## config.mk

```make
export PLATFORM = sky130hd
export DESIGN_NAME = debug_probe_flat
export DESIGN_NICKNAME = d
export VERILOG_FILES = /design/src/rtl/debug_probe_if.sv /design/src/rtl/debug_probe.sv /design/src/flat_wrapper.sv
export SDC_FILE = /design/constraint.sdc
export NUM_CORES = 1
export LEC_CHECK = 0
export ABC_CLOCK_PERIOD_IN_PS = 2900
export BUFFER_PORTS_ARGS = -buffer_cell sky130_fd_sc_hd__buf_2
export CAP_MARGIN = 15
export CORE_MARGIN = 4
export CORE_UTILIZATION = 40
export CTS_BUF_LIST = sky130_fd_sc_hd__clkbuf_2
export CTS_CLUSTER_DIAMETER = 60
export DETAILED_ROUTE_END_ITERATION = 12
export PLACE_DENSITY = 0.66
export RECOVER_POWER = 100
export SKIP_CTS_REPAIR_TIMING = 1
export SLEW_MARGIN = 30
export SYNTH_ARGS = -nofsm -noshare
export SYNTH_HDL_FRONTEND = slang
export SYNTH_SLANG_ARGS = --single-unit
```

## constraint.sdc

```tcl
create_clock -name clk -period 2.9 [get_ports clk]
set_clock_uncertainty 0.05 [all_clocks]
set_input_delay 0.29 -clock clk [delete_from_list [all_inputs] [get_ports clk]]
set_output_delay 0.29 -clock clk [all_outputs]
set_load 0.05 [all_outputs]
```

## src/rtl/debug_probe_if.sv

```systemverilog
// -----------------------------------------------------------------------------
// debug_probe_if
// Bundles the host command handshake, the core debug pins and the captured-word
// output stream of debug_probe.
//   master : the probe side (drives cmd_ready, debug_*, out_*, busy)
//   slave  : host/core side (drives cmd_valid/run/steps, debug_data, out_ready)
// Parameter STEP_W sets the width of cmd_steps and must match debug_probe.
// -----------------------------------------------------------------------------
interface debug_probe_if #(
    parameter int STEP_W = 8
);
    logic              cmd_valid;
    logic              cmd_ready;
    logic              cmd_run;
    logic [STEP_W-1:0] cmd_steps;
    logic              debug_en;
    logic              debug_step;
    logic [6:0]        debug_addr;
    logic [31:0]       debug_data;
    logic              out_valid;
    logic              out_ready;
    logic [5:0]        out_addr;
    logic [31:0]       out_data;
    logic              out_last;
    logic              busy;

    modport master (
        input  cmd_valid, cmd_run, cmd_steps, debug_data, out_ready,
        output cmd_ready, debug_en, debug_step, debug_addr,
               out_valid, out_addr, out_data, out_last, busy
    );

    modport slave (
        output cmd_valid, cmd_run, cmd_steps, debug_data, out_ready,
        input  cmd_ready, debug_en, debug_step, debug_addr,
               out_valid, out_addr, out_data, out_last, busy
    );
endinterface

```

## src/rtl/debug_probe.sv

```systemverilog
// -----------------------------------------------------------------------------
// debug_probe
// Host-side driver for the RV32 core debug port. A step-and-dump command
// freezes the core (debug_en), issues cmd_steps pulses on debug_step, then
// sweeps debug_addr over the register file and streams each captured
// debug_data word out on a valid/ready interface. A run command releases
// the core.
//
// Ports:
//   clk  : single clock
//   rst  : synchronous active-high reset
//   bus  : debug_probe_if.master (command handshake, core debug pins,
//          output stream, busy)
//
// Build option DEBUG_PROBE_TESTSIG_EN: when defined the sweep covers
// addresses 0-63 (registers plus test-signal window); otherwise 0-31 and
// debug_addr[5] stays 0.
//
// State table:
//   IDLE    | waiting for a command; cmd_ready high
//   ARM     | one cycle to let debug_en settle before any step edge
//   STEP_HI | debug_step high for STEP_HIGH cycles
//   STEP_LO | debug_step low for STEP_LOW cycles, then step count decrements
//   ADDR    | debug_addr held SETTLE cycles, data captured on the last one
//   SEND    | captured word presented until out_ready
// -----------------------------------------------------------------------------
module debug_probe #(
    parameter int STEP_W    = 8,
    parameter int STEP_HIGH = 4,
    parameter int STEP_LOW  = 4,
    parameter int SETTLE    = 2
) (
    input  logic          clk,
    input  logic          rst,
    debug_probe_if.master bus
);

`ifdef DEBUG_PROBE_TESTSIG_EN
    localparam int ADDR_W = 6;
`else
    localparam int ADDR_W = 5;
`endif
    localparam logic [ADDR_W-1:0] ADDR_LAST = {ADDR_W{1'b1}};

    localparam int TMR_MAX0 = (STEP_HIGH > STEP_LOW) ? STEP_HIGH : STEP_LOW;
    localparam int TMR_MAX  = (TMR_MAX0 > SETTLE) ? TMR_MAX0 : SETTLE;
    localparam int TMR_W    = $clog2(TMR_MAX + 1);

    typedef enum logic [2:0] {
        S_IDLE,
        S_ARM,
        S_STEP_HI,
        S_STEP_LO,
        S_ADDR,
        S_SEND
    } state_t;

    state_t            r_state;
    state_t            w_state_nxt;

    logic [TMR_W-1:0]  r_tmr;
    logic [TMR_W-1:0]  w_tmr_nxt;
    logic [STEP_W-1:0] r_step_cnt;
    logic [STEP_W-1:0] w_step_cnt_nxt;
    logic [ADDR_W-1:0] r_addr;
    logic [ADDR_W-1:0] w_addr_nxt;
    logic              r_debug_en;
    logic              w_debug_en_nxt;
    logic              r_debug_step;
    logic              r_busy;
    logic              r_out_valid;
    logic              w_out_valid_nxt;
    logic [31:0]       r_out_data;
    logic [31:0]       w_out_data_nxt;
    logic [5:0]        r_out_addr;
    logic [5:0]        w_out_addr_nxt;
    logic              r_out_last;
    logic              w_out_last_nxt;

    logic              w_cmd_ready;
    logic              w_cmd_accept;
    logic              w_tmr_done;

    assign w_cmd_ready  = !rst && (r_state == S_IDLE);
    assign w_cmd_accept = bus.cmd_valid && w_cmd_ready;
    assign w_tmr_done   = (r_tmr == '0);

    // State register
    always_ff @(posedge clk) begin
        if (rst) begin
            r_state <= S_IDLE;
        end else begin
            r_state <= w_state_nxt;
        end
    end

    // Next-state logic
    always_comb begin
        w_state_nxt = r_state;
        case (r_state)
            S_IDLE: begin
                if (w_cmd_accept && !bus.cmd_run) begin
                    w_state_nxt = S_ARM;
                end
            end
            S_ARM: begin
                w_state_nxt = (r_step_cnt == '0) ? S_ADDR : S_STEP_HI;
            end
            S_STEP_HI: begin
                if (w_tmr_done) begin
                    w_state_nxt = S_STEP_LO;
                end
            end
            S_STEP_LO: begin
                // Counter is decremented on this same edge, so 1 means last pulse.
                if (w_tmr_done) begin
                    w_state_nxt = (r_step_cnt == STEP_W'(1)) ? S_ADDR : S_STEP_HI;
                end
            end
            S_ADDR: begin
                if (w_tmr_done) begin
                    w_state_nxt = S_SEND;
                end
            end
            S_SEND: begin
                if (bus.out_ready) begin
                    w_state_nxt = r_out_last ? S_IDLE : S_ADDR;
                end
            end
            default: w_state_nxt = S_IDLE;
        endcase
    end

    // Output / datapath next values
    always_comb begin
        w_tmr_nxt       = r_tmr;
        w_step_cnt_nxt  = r_step_cnt;
        w_addr_nxt      = r_addr;
        w_debug_en_nxt  = r_debug_en;
        w_out_valid_nxt = r_out_valid;
        w_out_data_nxt  = r_out_data;
        w_out_addr_nxt  = r_out_addr;
        w_out_last_nxt  = r_out_last;

        // The phase timer reloads on every state entry, so each timed state
        // lasts exactly its programmed length and ends on terminal count 0.
        if (w_state_nxt != r_state) begin
            case (w_state_nxt)
                S_STEP_HI: w_tmr_nxt = TMR_W'(STEP_HIGH - 1);
                S_STEP_LO: w_tmr_nxt = TMR_W'(STEP_LOW - 1);
                S_ADDR:    w_tmr_nxt = TMR_W'(SETTLE - 1);
                default:   w_tmr_nxt = '0;
            endcase
        end else if (!w_tmr_done) begin
            w_tmr_nxt = r_tmr - TMR_W'(1);
        end

        case (r_state)
            S_IDLE: begin
                if (w_cmd_accept) begin
                    w_debug_en_nxt = !bus.cmd_run;
                    if (!bus.cmd_run) begin
                        w_step_cnt_nxt = bus.cmd_steps;
                        w_addr_nxt     = '0;
                    end
                end
            end
            S_STEP_LO: begin
                if (w_tmr_done) begin
                    w_step_cnt_nxt = r_step_cnt - STEP_W'(1);
                end
            end
            S_ADDR: begin
                if (w_tmr_done) begin
                    w_out_data_nxt  = bus.debug_data;
                    w_out_addr_nxt  = 6'(r_addr);
                    w_out_last_nxt  = (r_addr == ADDR_LAST);
                    w_out_valid_nxt = 1'b1;
                end
            end
            S_SEND: begin
                if (bus.out_ready) begin
                    w_out_valid_nxt = 1'b0;
                    w_addr_nxt      = r_out_last ? '0 : (r_addr + ADDR_W'(1));
                end
            end
            default: ;
        endcase
    end

    // Registered outputs and datapath
    always_ff @(posedge clk) begin
        if (rst) begin
            r_tmr        <= '0;
            r_step_cnt   <= '0;
            r_addr       <= '0;
            r_debug_en   <= 1'b0;
            r_debug_step <= 1'b0;
            r_busy       <= 1'b0;
            r_out_valid  <= 1'b0;
            r_out_data   <= '0;
            r_out_addr   <= '0;
            r_out_last   <= 1'b0;
        end else begin
            r_tmr        <= w_tmr_nxt;
            r_step_cnt   <= w_step_cnt_nxt;
            r_addr       <= w_addr_nxt;
            r_debug_en   <= w_debug_en_nxt;
            r_debug_step <= (w_state_nxt == S_STEP_HI);
            r_busy       <= (w_state_nxt != S_IDLE);
            r_out_valid  <= w_out_valid_nxt;
            r_out_data   <= w_out_data_nxt;
            r_out_addr   <= w_out_addr_nxt;
            r_out_last   <= w_out_last_nxt;
        end
    end

    assign bus.cmd_ready  = w_cmd_ready;
    assign bus.debug_en   = r_debug_en;
    assign bus.debug_step = r_debug_step;
    assign bus.debug_addr = 7'(r_addr);
    assign bus.out_valid  = r_out_valid;
    assign bus.out_data   = r_out_data;
    assign bus.out_addr   = r_out_addr;
    assign bus.out_last   = r_out_last;
    assign bus.busy       = r_busy;

endmodule

```

## src/flat_wrapper.sv

```systemverilog
// flat-port wrapper written by rule: the top's interface ports become plain ports
module debug_probe_flat 
#(
    parameter int STEP_W    = 8,
    parameter int STEP_HIGH = 4,
    parameter int STEP_LOW  = 4,
    parameter int SETTLE    = 2
)
  (clk, rst, bus_cmd_valid, bus_cmd_run, bus_cmd_steps, bus_debug_data, bus_out_ready, bus_cmd_ready, bus_debug_en, bus_debug_step, bus_debug_addr, bus_out_valid, bus_out_addr, bus_out_data, bus_out_last, bus_busy);
  debug_probe_if #(.STEP_W(STEP_W)) bus_i ();
  input  logic clk;
  input  logic rst;
  input wire logic [$bits(bus_i.cmd_valid)-1:0] bus_cmd_valid;
  input wire logic [$bits(bus_i.cmd_run)-1:0] bus_cmd_run;
  input wire logic [$bits(bus_i.cmd_steps)-1:0] bus_cmd_steps;
  input wire logic [$bits(bus_i.debug_data)-1:0] bus_debug_data;
  input wire logic [$bits(bus_i.out_ready)-1:0] bus_out_ready;
  output wire logic [$bits(bus_i.cmd_ready)-1:0] bus_cmd_ready;
  output wire logic [$bits(bus_i.debug_en)-1:0] bus_debug_en;
  output wire logic [$bits(bus_i.debug_step)-1:0] bus_debug_step;
  output wire logic [$bits(bus_i.debug_addr)-1:0] bus_debug_addr;
  output wire logic [$bits(bus_i.out_valid)-1:0] bus_out_valid;
  output wire logic [$bits(bus_i.out_addr)-1:0] bus_out_addr;
  output wire logic [$bits(bus_i.out_data)-1:0] bus_out_data;
  output wire logic [$bits(bus_i.out_last)-1:0] bus_out_last;
  output wire logic [$bits(bus_i.busy)-1:0] bus_busy;
  assign bus_i.cmd_valid = bus_cmd_valid;
  assign bus_i.cmd_run = bus_cmd_run;
  assign bus_i.cmd_steps = bus_cmd_steps;
  assign bus_i.debug_data = bus_debug_data;
  assign bus_i.out_ready = bus_out_ready;
  assign bus_cmd_ready = bus_i.cmd_ready;
  assign bus_debug_en = bus_i.debug_en;
  assign bus_debug_step = bus_i.debug_step;
  assign bus_debug_addr = bus_i.debug_addr;
  assign bus_out_valid = bus_i.out_valid;
  assign bus_out_addr = bus_i.out_addr;
  assign bus_out_data = bus_i.out_data;
  assign bus_out_last = bus_i.out_last;
  assign bus_busy = bus_i.busy;
  debug_probe #(.STEP_W(STEP_W), .STEP_HIGH(STEP_HIGH), .STEP_LOW(STEP_LOW), .SETTLE(SETTLE)) u_core (.clk(clk), .rst(rst), .bus(bus_i));
endmodule
```

## Word-level counts from Yosys, hierarchy flattened

Index checks and enable logic that the tools add are counted.

| storage, ports and cells | value |
|---|---|
| register bits after elaboration | 61 |
| input port bits | 45 |
| output and inout port bits | 51 |
| logic and storage cells | 73 |

| cells by class | value |
|---|---|
| add/subtract/negate cells | 3 |
| equality and inequality tests | 17 |
| muxes and demuxes | 24 |
| reduce and logical (&&, ||, !) cells | 18 |

Operator list:

| cell | count |
|---|---|
| $mux 3 | 10 |
| $mux 8 | 3 |
| $mux 5 | 4 |
| $pmux 3 s6 | 1 |
| $pmux 8 s2 | 1 |
| $eq 3x2->1 const B | 4 |
| $pmux 5 s2 | 1 |
| $eq 3x3->1 const B | 3 |
| $eq 8x1->1 const B | 1 |
| $logic_not 8->1 | 1 |
| $reduce_and 4->1 | 2 |
| $sub 8x1->8 const B | 1 |
| $logic_not 3->1 | 2 |
| $ne 2x1->1 const B | 3 |
| $ne 2x2->1 const B | 3 |
| $reduce_bool 2->1 | 3 |
| $add 5x1->5 const B | 1 |
| $eq 5x5->1 const B | 1 |
| $pmux 2 s2 | 1 |
| $reduce_and 2->1 | 2 |
| $eq 3x1->1 const B | 1 |
| $logic_and 1x1->1 | 3 |
| $ne 3x3->1 | 1 |
| $reduce_and 3->1 | 1 |
| other kinds (6) | 8 |

## Logic depth before layout (Yosys ltp)

Gate-level depths: netlist of the first run.

| depth | value |
|---|---|
| depth after elaboration | 10 |
| depth in mapped cells | 8 |
| gate-level depth less buffers | 7 |

## Worst setup path after synthesis of the first run

Ideal clock, no wire load.

| timing | value |
|---|---|
| path kind | reg-to-output |
| from | reg u_core.r_state[0] |
| to | out bus_cmd_ready |
| arrival | 2.151 ns |
| data required time | 2.560 ns |
| setup slack | 0.409 ns |
| stages on the path, launching flop included | 4 |
| path buffers | 2 |
| cells stage by stage | dfxtp_1 > buf_6 > clkbuf_1 > nor4_1 |

| between the ends | value |
|---|---|
| longest elaborated chain between the ends | 2 |

Ends and longest elaborated chain:

| item | line | RTL |
|---|---|---|
| start, declared | debug_probe.sv:58 | `state_t r_state;` |
| start signal, assigned | debug_probe.sv:93 | `r_state <= w_state_nxt;` |
| $logic_not 3->1 | debug_probe.sv:84 | `assign w_cmd_ready = !rst && (r_state == S_IDLE);` |
| $logic_and 1x1->1 | debug_probe.sv:84 |  |
| end, declared | flat_wrapper.sv:18 | `output wire logic [$bits(bus_i.cmd_ready)-1:0] bus_cmd_ready;` |

No other way between the ends.

## Worst setup path after layout of the first run

| timing | value |
|---|---|
| from | reg u_core.r_state[0] |
| to | reg u_core.r_step_cnt[3] |

| between the ends | value |
|---|---|
| longest elaborated chain between the ends | 5 |
| elaborated cells between the ends (all ways) | 10 |
| classes of those cells | eq/ne (4); mux (1); reduce/logical (5) |

Ends and longest elaborated chain:

| item | line | RTL |
|---|---|---|
| $logic_not 3->1 | debug_probe.sv:84, debug_probe.sv:158 |  |
| $logic_and 1x1->1 | debug_probe.sv:84 |  |
| $logic_and 1x1->1 | debug_probe.sv:85 | `assign w_cmd_accept = bus.cmd_valid && w_cmd_ready;` |
| $ne 2x1->1 (no line) | n/a |  |
| $reduce_and 4->1 (no line) | n/a |  |
| end signal, assigned | debug_probe.sv:206 | `r_step_cnt <= w_step_cnt_nxt;` |
| end, declared | debug_probe.sv:63 | `logic [STEP_W-1:0] r_step_cnt;` |

Several ways; a longest one is shown, not always the timed one.
A chain may end at the register's enable or synchronous reset.

==> results of run 1 <==
## tightest hold or removal path, delay by kind of cell
family	cells	cell delay (ns)
AND/OR/NAND/NOR	1	0.06
buffers and inverters	1	0.10
AO/OA/AOI/OAI	1	0.06
## through the flow
stage	power (W)	setup WS (ns)	utilization, %
finish	0.00212	0.617	55.5
global route	0.00225	0.389	55.5
CTS	0.00213	0.787	51.5
detailed placement	0.00152	0.811	49.4
global placement	0.00151	0.870	49.4
floorplan	0.00138	0.409	-
## registers in the layout, summed over array words and instances (netlist names), 3 cells and up
register             count
u_core.r_state           3
u_core.bus.out_addr      5
u_core.bus.out_data     32
u_core.r_addr            5
u_core.r_tmr             3
u_core.r_step_cnt        8
## routing by layer
metal | share of wire (%) | vias to the layer above | GRT usage (%)
met4 | 1.3 | 0 | 7.53
li1 | - | 1420 | -
met1 | 45 | 1263 | 20.4
met2 | 46 | 85 | 25.0
met3 | 7.5 | 10 | 5.58
met5 | 0 | - | 0
## power breakdown
group	internal (W)	switching [W]	total, W
Clock	0.000287	0.000314	0.000601
Sequential	0.000893	0.0000449	0.000937
Combinational	0.000210	0.000371	0.000581
Total	0.00139	0.000729	0.00212
## path summary, 6_finish.rpt
| path | start | end | slack, ns |
|---|---|---|---|
| min reg2reg | u_core.bus.out_data[0]$_SDFFE_PP0P_ | u_core.bus.out_data[0]$_SDFFE_PP0P_ | 0.42 |
| min | bus_cmd_steps[0] | u_core.r_step_cnt[0]$_SDFFE_PP0P_ | 0.05 |
| max | u_core.r_state[0]$_SDFF_PP0_ | u_core.r_step_cnt[3]$_SDFFE_PP0P_ | 0.62 |
| max reg2reg | u_core.r_state[0]$_SDFF_PP0_ | u_core.r_step_cnt[3]$_SDFFE_PP0P_ | 0.62 |
## layout make-up
class	count	area, µm²
tap	77	96.3
sequential	61	1220
clock inverter	6	87.6
inverter	4	15.0
clock buffer	10	50.0
multi-input combinational	258	1380
timing repair buffer	130	758
fill	653	2890
## synth_stat cells (all sizes together), types with 2 or more instances
library cell and n:
a211o 2, a221oi 2, buf 11, ha 7, nor4 3, a211oi 4
or3 2, o21ai 12, nor3 7, nand2b 6, nand3b 4, a21oi 55
nor2b 5, inv 4, a21o 3, clkbuf 15, a31oi 4, a32oi 2
nand2 85, dfxtp 61, mux2i 2, and3 4, nor2 24, nand3 4
nor3b 2
## logic make-up (layout without fill, tap and decap cells)
kind of cell	Yosys count	count (layout)	synth area share, %
DFF	61	61	44.8
AOI/OAI and AO/OA	95	95	20.5
xor gates and xnor gates	1	1	0.321
buffers and inverters	30	150	5.14
adders and majority gates	7	7	3.21
other	1	3	0.138
and+or+nand+nor	150	150	25.2
muxes	2	2	0.735
==> results, run 1 <==
- The run finished with clean final reports.
- Cells with a size suffix above 1 make up ~14% of the layout.
- On the worst path, the slowest cell contributes a delay of 0.72 ns.
- Leaving out fill and tap cells, the most frequent cell in the layout is nand2_1.
- The smallest clock period supported by the final layout is computed as about 2.3 ns.
- Synthesis produced a netlist whose cell count is 347.
- The cell area after placement is between 3000 and 4000 µm².
- The maximum level of the CTS H-tree is 3.
- The die is around 91 µm wide.
- In this run the cell area of the synthesized design comes to 2730 µm².
- The antenna cell count is 0.
- In the layout the commonest cells are 85 x nand2_1, 61 x dfxtp_1, 55 x a21oi_1.
- Across every metal layer, demand over resource in global routing totals 16.3%.
- The maximum number of pins on one net before global-route repair is 61.
- The number of port buffers is 92.
- The initial core utilization is 42.0%.
- The buffering stage count on the worst path with inverters included is 1.
- The worst setup path is launched from a register.
- The most frequently used flop master after synthesis is dfxtp_1.
- The synthesized netlist contains 45 unique library cells.
- The data required time of the worst path is 3.18 ns.
- The area fraction of the dominant cell type after synthesis is 44.8%.
- In this run the mean area of a mapped cell was about 7.9 µm².
- Measured along the y axis, the die boundary spans between 90 and 100 µm.
- The path class of the tightest hold or removal check is input port to register.
- Setup repair after global routing left no endpoint under its margin.
- The post-detailed-route wirelength per cell is 13.0 µm.
- CTS saw 61 sinks.
- Data on the critical path arrives at its endpoint at 2.57 ns.
- The slowest stage of the critical path is the dfxtp_1 cell.
- Yosys printed 0 warnings.
- In this run, synthesis inferred 0 flip-flops with an integrated enable.
- The headroom to the max-slew limit is 48.1%.
- The placement row count is 29.
- Setup violations remaining at the end of the flow were counted as 0.
- The final max-slew violation count was 0.
- The clock-pin slew of the registers on the worst-case setup and hold paths is 0.17 ns.
- The share of flip-flops with an asynchronous set or reset after synthesis is 0%.
- The deepest clock path buffer count is 2.
- The most prevalent standard cell on the critical path is o21ai_0.
- The die footprint is 8200 µm².
- TritonCTS created 9 clock buffers.
- The first global-routing pass estimated between 10000 and 15000 µm of wire.
- The detail route stage leaves a number of antenna-violating nets equal to 0.
- From synthesis to final layout, the design area changed by 32.3%.
- The instance count on the critical path is 6.
- The count of TritonRoute iterations in the first routing pass is 4.
- After routing the design area is 3600 µm².
- The final number of hold-violating endpoints came to 0.
- Clock latency on the worst-skew pair, taken at its later pin, is 0.46 ns.
- The power per standard cell area is 588 nW/µm².
- Across all layers, the routed design uses 2778 vias.
- For the pin with the worst max-slew slack, the measured transition is roughly 0.78 ns.
- In the post-synthesis netlist, the biggest area contributors are dfxtp_1 45%, nand2_1 12%, a21oi_1 10%.
- The initial antenna violation count is 0.
- The part of the Yosys area used for sequential elements is 44.8%.
- Of all nets on the critical path, the largest fanout is 17.
- The standby leakage power is 1.37 nW.
- The worst-case IR drop observed on VDD is 0.280 mV.
- Routability-driven placement finished with a final weighted congestion of about 0.86.
- Detailed placement finished with a half-perimeter wire length of between 4000 and 5000 µm.
- The sum of overflow across all layers after global routing is 0.
- Once layout is complete, the cells apart from fillers number 546.
- The tool flagged a number of max-cap violations equal to 0.
- Timing would allow up to 438 MHz.
- The via density per instance is 5.09.
- Walking the worst path, the cells encountered are nand3b_1, clkbuf_1, o2bb2a_1, o21ai_0, o21ai_0, nor2b_1.
- The floorplan step defined a core boundary enclosing ~6500 µm².
- The part of the cycle the worst path needs is 78.7%.
- The I/O pin count is 96.
- For this run, design rule violations remaining after detail routing come to 0.
- The worst register-to-register path has a depth of 6.
- Once placement completed, the tool counted placed cells totaling 497.
- In the final timing run, aggregate negative setup slack is 0 ns.
- STA classifies the critical path endpoint as a register.
- In this design, the largest share of critical-path delay is due to compound AO/OA/AOI/OAI gates.
- The via count of the first global-routing pass is between 2000 and 2500.
- The biggest area consumer among synthesized cells is dfxtp_1.
- The path type of the worst setup path is register to register.
- The number of cells on the worst hold path is 3.
- The starting DRC count in detailed routing is 134.
- The worst-case hold slack is 0.0456 ns.
- The TritonCTS clock tree is done.
- The post-synthesis sequential element count is 61.
- The routed design has 7120 µm of wire.
- The net count of the finished layout is 516.
- CTS placed an instance of clkbuf_2 at the clock tree root.
(Power assumes the default switching activity.)
==> run 2, diff against run 1 <==
- ABC_CLOCK_PERIOD_IN_PS: 2900 -> 1870
- PLACE_DENSITY: 0.66 -> 0.69
- clock period: 2.9 -> 1.87 ns (I/O delays scaled with it)
==> results, run 2 (synthesis gave the netlist of run 1 again) <==
- The register cell area after layout is 1230 µm².
- The actual slew at the worst max-slew pin is 0.639 ns.
- The initial core utilization is 42.0%.
- The starting DRC count in detailed routing is 137.
- Counting I/O delays and the setup requirement, the final critical path takes about 1.8 ns.
- The number of cells in the design after placement is 513.
- TritonCTS built the clock tree.
- The multi-input combinational cell area is 1440 µm².
- The root buffer cell chosen for the clock tree is clkbuf_2.
- Detailed routing inserted a total of 2909 vias.
- The global-route usage over all layers is 17.1%.
- The library cells used most frequently in the layout, excluding fill and tap cells, are 85 x nand2_1, 56 x dfxtp_1, 55 x a21oi_1.
- The maximum level of the CTS H-tree is 3.
- The initial antenna violation count was 0.
- The count of filler cells inserted in the layout is 613.
- The count of buffers added on input and output ports is 92.
- The residual antenna-violating net count after detailed routing is 0.
- The critical path is of the register to register type.
- Data on the critical path is required at its endpoint by 2.20 ns.
- The net count of the finished layout is 539.
- The area growth from synthesis to layout is 41.2%.
- Before antenna repair, the detailed router went through 4 iterations.
- The maximum net fanout on the critical path is 7.
- The library cell used most frequently in the layout, excluding fill and tap cells, is nand2_1.
- The flow ran to the end, and the final reports show no timing, DRC or antenna violations.
- The path category of the worst min-delay check is input port to register.
- The design area is 3850 µm².
- The capturing element type of the critical path is a register.
- For this design the static power due to leakage is 1.52 nW.
- The register with the most flip-flops in the layout has 32 of them.
- The die footprint is approximately 8000 µm².
- In the final timing run, aggregate negative setup slack is 0 ns.
- The first-pass GRT wire length is 11600 µm.
- Entering global routing, the biggest net connects 39 pins.
- Excluding fillers, the count of instances in the completed layout stands at 568.
- No sink is reached through more buffers than the 2 on the longest clock path.
- Clock-pin slew was measured on the worst setup and hold paths at about 0.17 ns.
- The placement row count is 29.
- The final max-slew violation count was 0.
- The die is 90.5 µm wide.
- The remaining routing DRC violations is 0.
- STA classifies the critical path startpoint as a register.
- The clock latency of the later-clocked register in the worst-skew pair is between 0.4 and 0.5 ns.
- The floorplan step set the die height to 90.5 µm.
- The cell area after placement is 3350 µm².
- The post-detailed-route wirelength per cell is 13.5 µm.
- Summed over all layers, the routed wires come to 7670 µm.
- The largest vdd supply drop is 0.359 mV.
- The clock net sink count is 61.
- The data arrival time at the worst-slack endpoint is roughly 2.1 ns.
- For this design the ratio of total power to cell area is between 800 and 900 nW/µm².
- The core region area is 6490 µm².
- The antenna cell count is 0.
- The final number of hold-violating endpoints came to 0.
- Setup violations remaining at the end of the flow were counted as 0.
- The last weighted congestion value of the routability-driven placer is 0.859.
- The fmax is 554 MHz.
- The fraction of layout cells with a size suffix above 1 is a little over a fifth.
- The HPWL after detailed placement is 4950 µm.
- The part of the cycle the worst path needs is between 90% and 100%.
- Max-cap violations in this run came to 0.
- The sum of overflow across all layers after global routing is 0.
- Setup repair after global routing could not meet its margin everywhere.
- The headroom to the max-slew limit is between 50% and 60%.
- The worst-case register-to-register setup slack is 0.07 ns.
- 96 I/O pins were placed.
- The via density per instance is 5.12.
- The via count of the first global-routing pass is about 2400.
- The number of buffers created by CTS is 9.
==> run 2: cell type report <==
| class | instances | share of cell area (%) |
|---|---|---|
| tap | 77 | 2.50 |
| inverter | 4 | 0.390 |
| clock inverter | 6 | 0.813 |
| multi-input combinational | 258 | 37.4 |
| sequential | 61 | 32.0 |
| timing repair buffer | 153 | 25.7 |
| clock buffer | 9 | 1.17 |
==> run 2: worst max-delay path: stages, from the launching register on <==
cell	delay, ns
dfxtp_2	0.35
inv_2	0.05
ha_2	0.19
nand2b_1	0.17
a211o_1	0.34
and3_4	0.18
a21boi_0	0.13
a221oi_1	0.26
==> run 2: final timing paths <==
check / start / end / cells past startpoint
hold reg to reg: u_core.bus.out_addr[4]$_SDFFE_PP0P_ / u_core.bus.out_addr[4]$_SDFFE_PP0P_ / 2
setup / recovery: u_core.r_tmr[0]$_SDFFE_PP0P_ / u_core.r_tmr[0]$_SDFFE_PP0P_ / 7
setup reg to reg: u_core.r_tmr[0]$_SDFFE_PP0P_ / u_core.r_tmr[0]$_SDFFE_PP0P_ / 7
hold / removal: bus_cmd_steps[1] / u_core.r_step_cnt[1]$_SDFFE_PP0P_ / 5
==> run 2: where the power goes <==
part / internal [W] / total, W / switching (W)
Clock: 0.000152 / 0.000627 / 0.000475
Sequential: 0.00139 / 0.00146 / 0.0000670
Combinational: 0.000491 / 0.00114 / 0.000650
==> run 2: routing by layer <==
metal  track usage, %  part of all wire [%]  wire, µm  up-vias
met4             6.89                   1.7       131        0
li1                 -                     -         -     1465
met2             25.7                    47      3580      100
met3             6.33                   6.6       505       14
met1             22.1                    45      3450     1330
met5                0                     0         0        -
==> run 2: stage by stage <==
| step | worst slack, ns | power [W] | hold slack, ns | utilization [%] |
|---|---|---|---|---|
| 3_3_place_gp | 0.0123 | 0.00243 | 0.341 | 51.5 |
| 4_1_cts | -0.0598 | 0.00307 | -0.197 | 52.7 |
| 5_1_grt | -0.0585 | 0.00343 | 0.0229 | 59.3 |
| 6_report | 0.0662 | 0.00322 | 0.00376 | 59.3 |
| 3_5_place_dp | -0.0225 | 0.00244 | 0.340 | 51.5 |
| 2_1_floorplan | 0.0500 | 0.00214 | 0.233 | - |
==> run 3, diff against run 2 <==
- BUFFER_PORTS_ARGS: -buffer_cell sky130_fd_sc_hd__buf_2 -> default
- DONT_BUFFER_PORTS: default -> 1
- PLACE_DENSITY: 0.69 -> default
- RECOVER_POWER: 100 -> default
==> results, run 3 (synthesis gave the netlist of run 1 again) <==
- The flow ran to the end, and the final reports show no timing, DRC or antenna violations.
- The final max-slew violation count came to 0.
- The switching power as a share of total power is 34.5%.
- Walking the worst path, the cells encountered are inv_2, ha_4, nor2b_2, buf_4, a31o_2, and3_4, a21boi_1, a221oi_2.
- Clock-pin slew was measured on the worst setup and hold paths at 0.18 ns.
- The die outline height is 90.5 µm.
- Entering global routing, the biggest net connects 63 pins.
- The share of total power dissipated in sequential elements is 44.6%.
- The final critical path takes up 97.0% of the cycle.
- The least setup slack across all paths after layout is ~0.057 ns.
- The total power after layout is 0.00352 W.
- The flip-flop count of the largest register, all copies and words added is 32.
- Counting the buffers created by CTS gives 9.
- The worst-case hold slack is a little over 0.09 ns.
- The final critical path time including I/O delays and setup is 1.81 ns.
- The total overflow left after global routing is 0.
- At the later pin of the worst-skew pair, clock insertion delay measures 0.48 ns.
- The global-route usage over all layers is approximately 16%.
- The cell area after placement is 2940 µm².
- The maximum net fanout on the critical path is 7.
- The actual slew at the worst max-slew pin is 0.526 ns.
- The via count of the first global-routing pass came to 2179.
- The fraction of layout cells with a size suffix above 1 is 16.8%.
- The initial core utilization is 42.0%.
- STA classifies the critical path startpoint as a register.
- The clock net sink count is between 60 and 70.
- In the final routed layout, each cell accounts on average for 15.1 µm.
- At the worst endpoint, the arrival time is 2.18 ns.
- The I/O pin count is 96.
- The die footprint is 8200 µm².
- The register cell area after layout is 1230 µm².
- The slowest stage of the critical path belongs to the cell dfxtp_2.
- The kind of cell with the highest combined delay along the critical path is compound AO/OA/AOI/OAI gates.
- The worst pin sits at a relative slew slack of 64.9%.
- The worst hold path belongs to the class input port to register.
- Row generation in the floorplan step produced 29 rows.
- The area growth from synthesis to layout is 32.7%.
- The TritonCTS clock tree is done.
- 0 antenna diodes ended up in the layout.
- The initial antenna violation count came to 0.
- In this run the number of H-tree levels came out at 3.
- After detailed routing, the number of vias per cell comes to 5.28.
- The logic gate share of total power is 28.3%.
- The final number of hold-violating endpoints is 0.
- The deepest clock path buffer count is 2.
- The capturing element type of the critical path is a register.
- After detailed routing, the number of remaining DRC violations is 0.
- Setup violations remaining at the end of the flow were counted as 0.
- Across the run, the number of max-cap violations was 0.
- The number of buffers and inverters on the critical path is 2.
- Leaving out fill and tap cells, the most frequent cell in the layout is nand2_1.
- The power per standard cell area is around 970 nW/µm².
- The first global-routing pass estimated 10600 µm of wire.
- The count of TritonRoute iterations in the first routing pass is 4.
- The count of filler cells inserted in the layout is 617.
- In this run, the number of DRC markers left after iteration 0 of detailed routing was between 80 and 90.
- The standby leakage power is between 1 and 1.5 nW.
- In the layout the commonest cells are 85 x nand2_1, 56 x dfxtp_1, 55 x a21oi_1.
- The finished cells cover 3620 µm².
- The total area inside the core boundary comes to 6490 µm².
- The horizontal die dimension is just over 90 µm.
- The net count of the finished layout is 458.
- The worst-case IR drop observed on VDD is 0.391 mV.
- For this design the total switching power over the nets is 0.00121 W.
- After detailed routing, the total wire length is 7380 µm.
- The root cell of the clock tree is clkbuf_2.
- In the final timing run, aggregate negative setup slack is 0 ns.
- The HPWL after detailed placement is between 4000 and 5000 µm.
- The last weighted congestion value of the routability-driven placer is 0.856.
- For this run, the slowest stage of the critical path takes 0.37 ns.
- The part of the power in the clock network is approximately 27%.
- The internal portion of the total power is roughly 0.0023 W.
- Based on the critical path, the design can be clocked at up to 552 MHz.
- The number of vias after detailed routing is 2578.
- The data required time of the worst path is 2.23 ns.
- The critical path in this run is classified as register to register.
- The residual antenna-violating net count after detailed routing is 0.
- Prior to clock tree synthesis, the placed netlist has a worst setup slack of -0.00254 ns.
- The multi-input combinational cell area is 1450 µm².
- In this run the tool buffered the top-level ports with 0 buffer cells.
run 3: power groups by stage:
| stage | logic [W] | registers [W] | clock network (W) |
|---|---|---|---|
| 3_3_place_gp | 0.000754 | 0.00158 | 0 |
| 6_report | 0.000997 | 0.00157 | 0.000953 |
| 4_1_cts | 0.000771 | 0.00156 | 0.000985 |
| 2_1_floorplan | 0.000540 | 0.00160 | 0 |
| 3_5_place_dp | 0.000767 | 0.00159 | 0 |
| 5_1_grt | 0.00109 | 0.00158 | 0.00104 |
run 3: final timing paths:
kind / slack (ns) / endpoint / cells past startpoint / from
setup / recovery: 0.06 / u_core.r_tmr[0]$_SDFFE_PP0P_ / 8 / u_core.r_tmr[1]$_SDFFE_PP0P_
hold / removal: 0.09 / u_core.r_tmr[1]$_SDFFE_PP0P_ / 4 / bus_out_ready
setup reg to reg: 0.06 / u_core.r_tmr[0]$_SDFFE_PP0P_ / 8 / u_core.r_tmr[1]$_SDFFE_PP0P_
hold reg to reg: 0.48 / u_core.bus.debug_en$_SDFFE_PP0P_ / 2 / u_core.bus.debug_en$_SDFFE_PP0P_
run 3: per-layer routing:
layer / global-route usage, % / share of wire [%] / up-vias
met5: 0 / 0 / -
met4: 7.91 / 1.7 / 0
met3: 6.25 / 7.2 / 10
met2: 23.5 / 45 / 81
met1: 19.8 / 46 / 1181
li1: - / - / 1306
run 3: layout make-up:
cell class              count  area share, %
multi-input cells         258           40.0
flip-flops and latches     61           33.9
repair buffers             72           19.2
well taps                  77           2.66
clock inverters             6           2.42
clock buffers              10           1.38
inverters                   4          0.415
run 3: worst min-delay path, delay by kind of cell:
| family | cells | cell delay (ns) |
|---|---|---|
| AOI/OAI and AO/OA | 3 | 0.34 |
| and+or+nand+nor | 1 | 0.08 |
run 3: metrics by stage:
step	utilization, %	cells
after CTS	47.3	442
after global routing	55.7	488
after floorplan	-	349
after global placement	45.2	426
final	55.7	488
after detailed placement	45.2	426
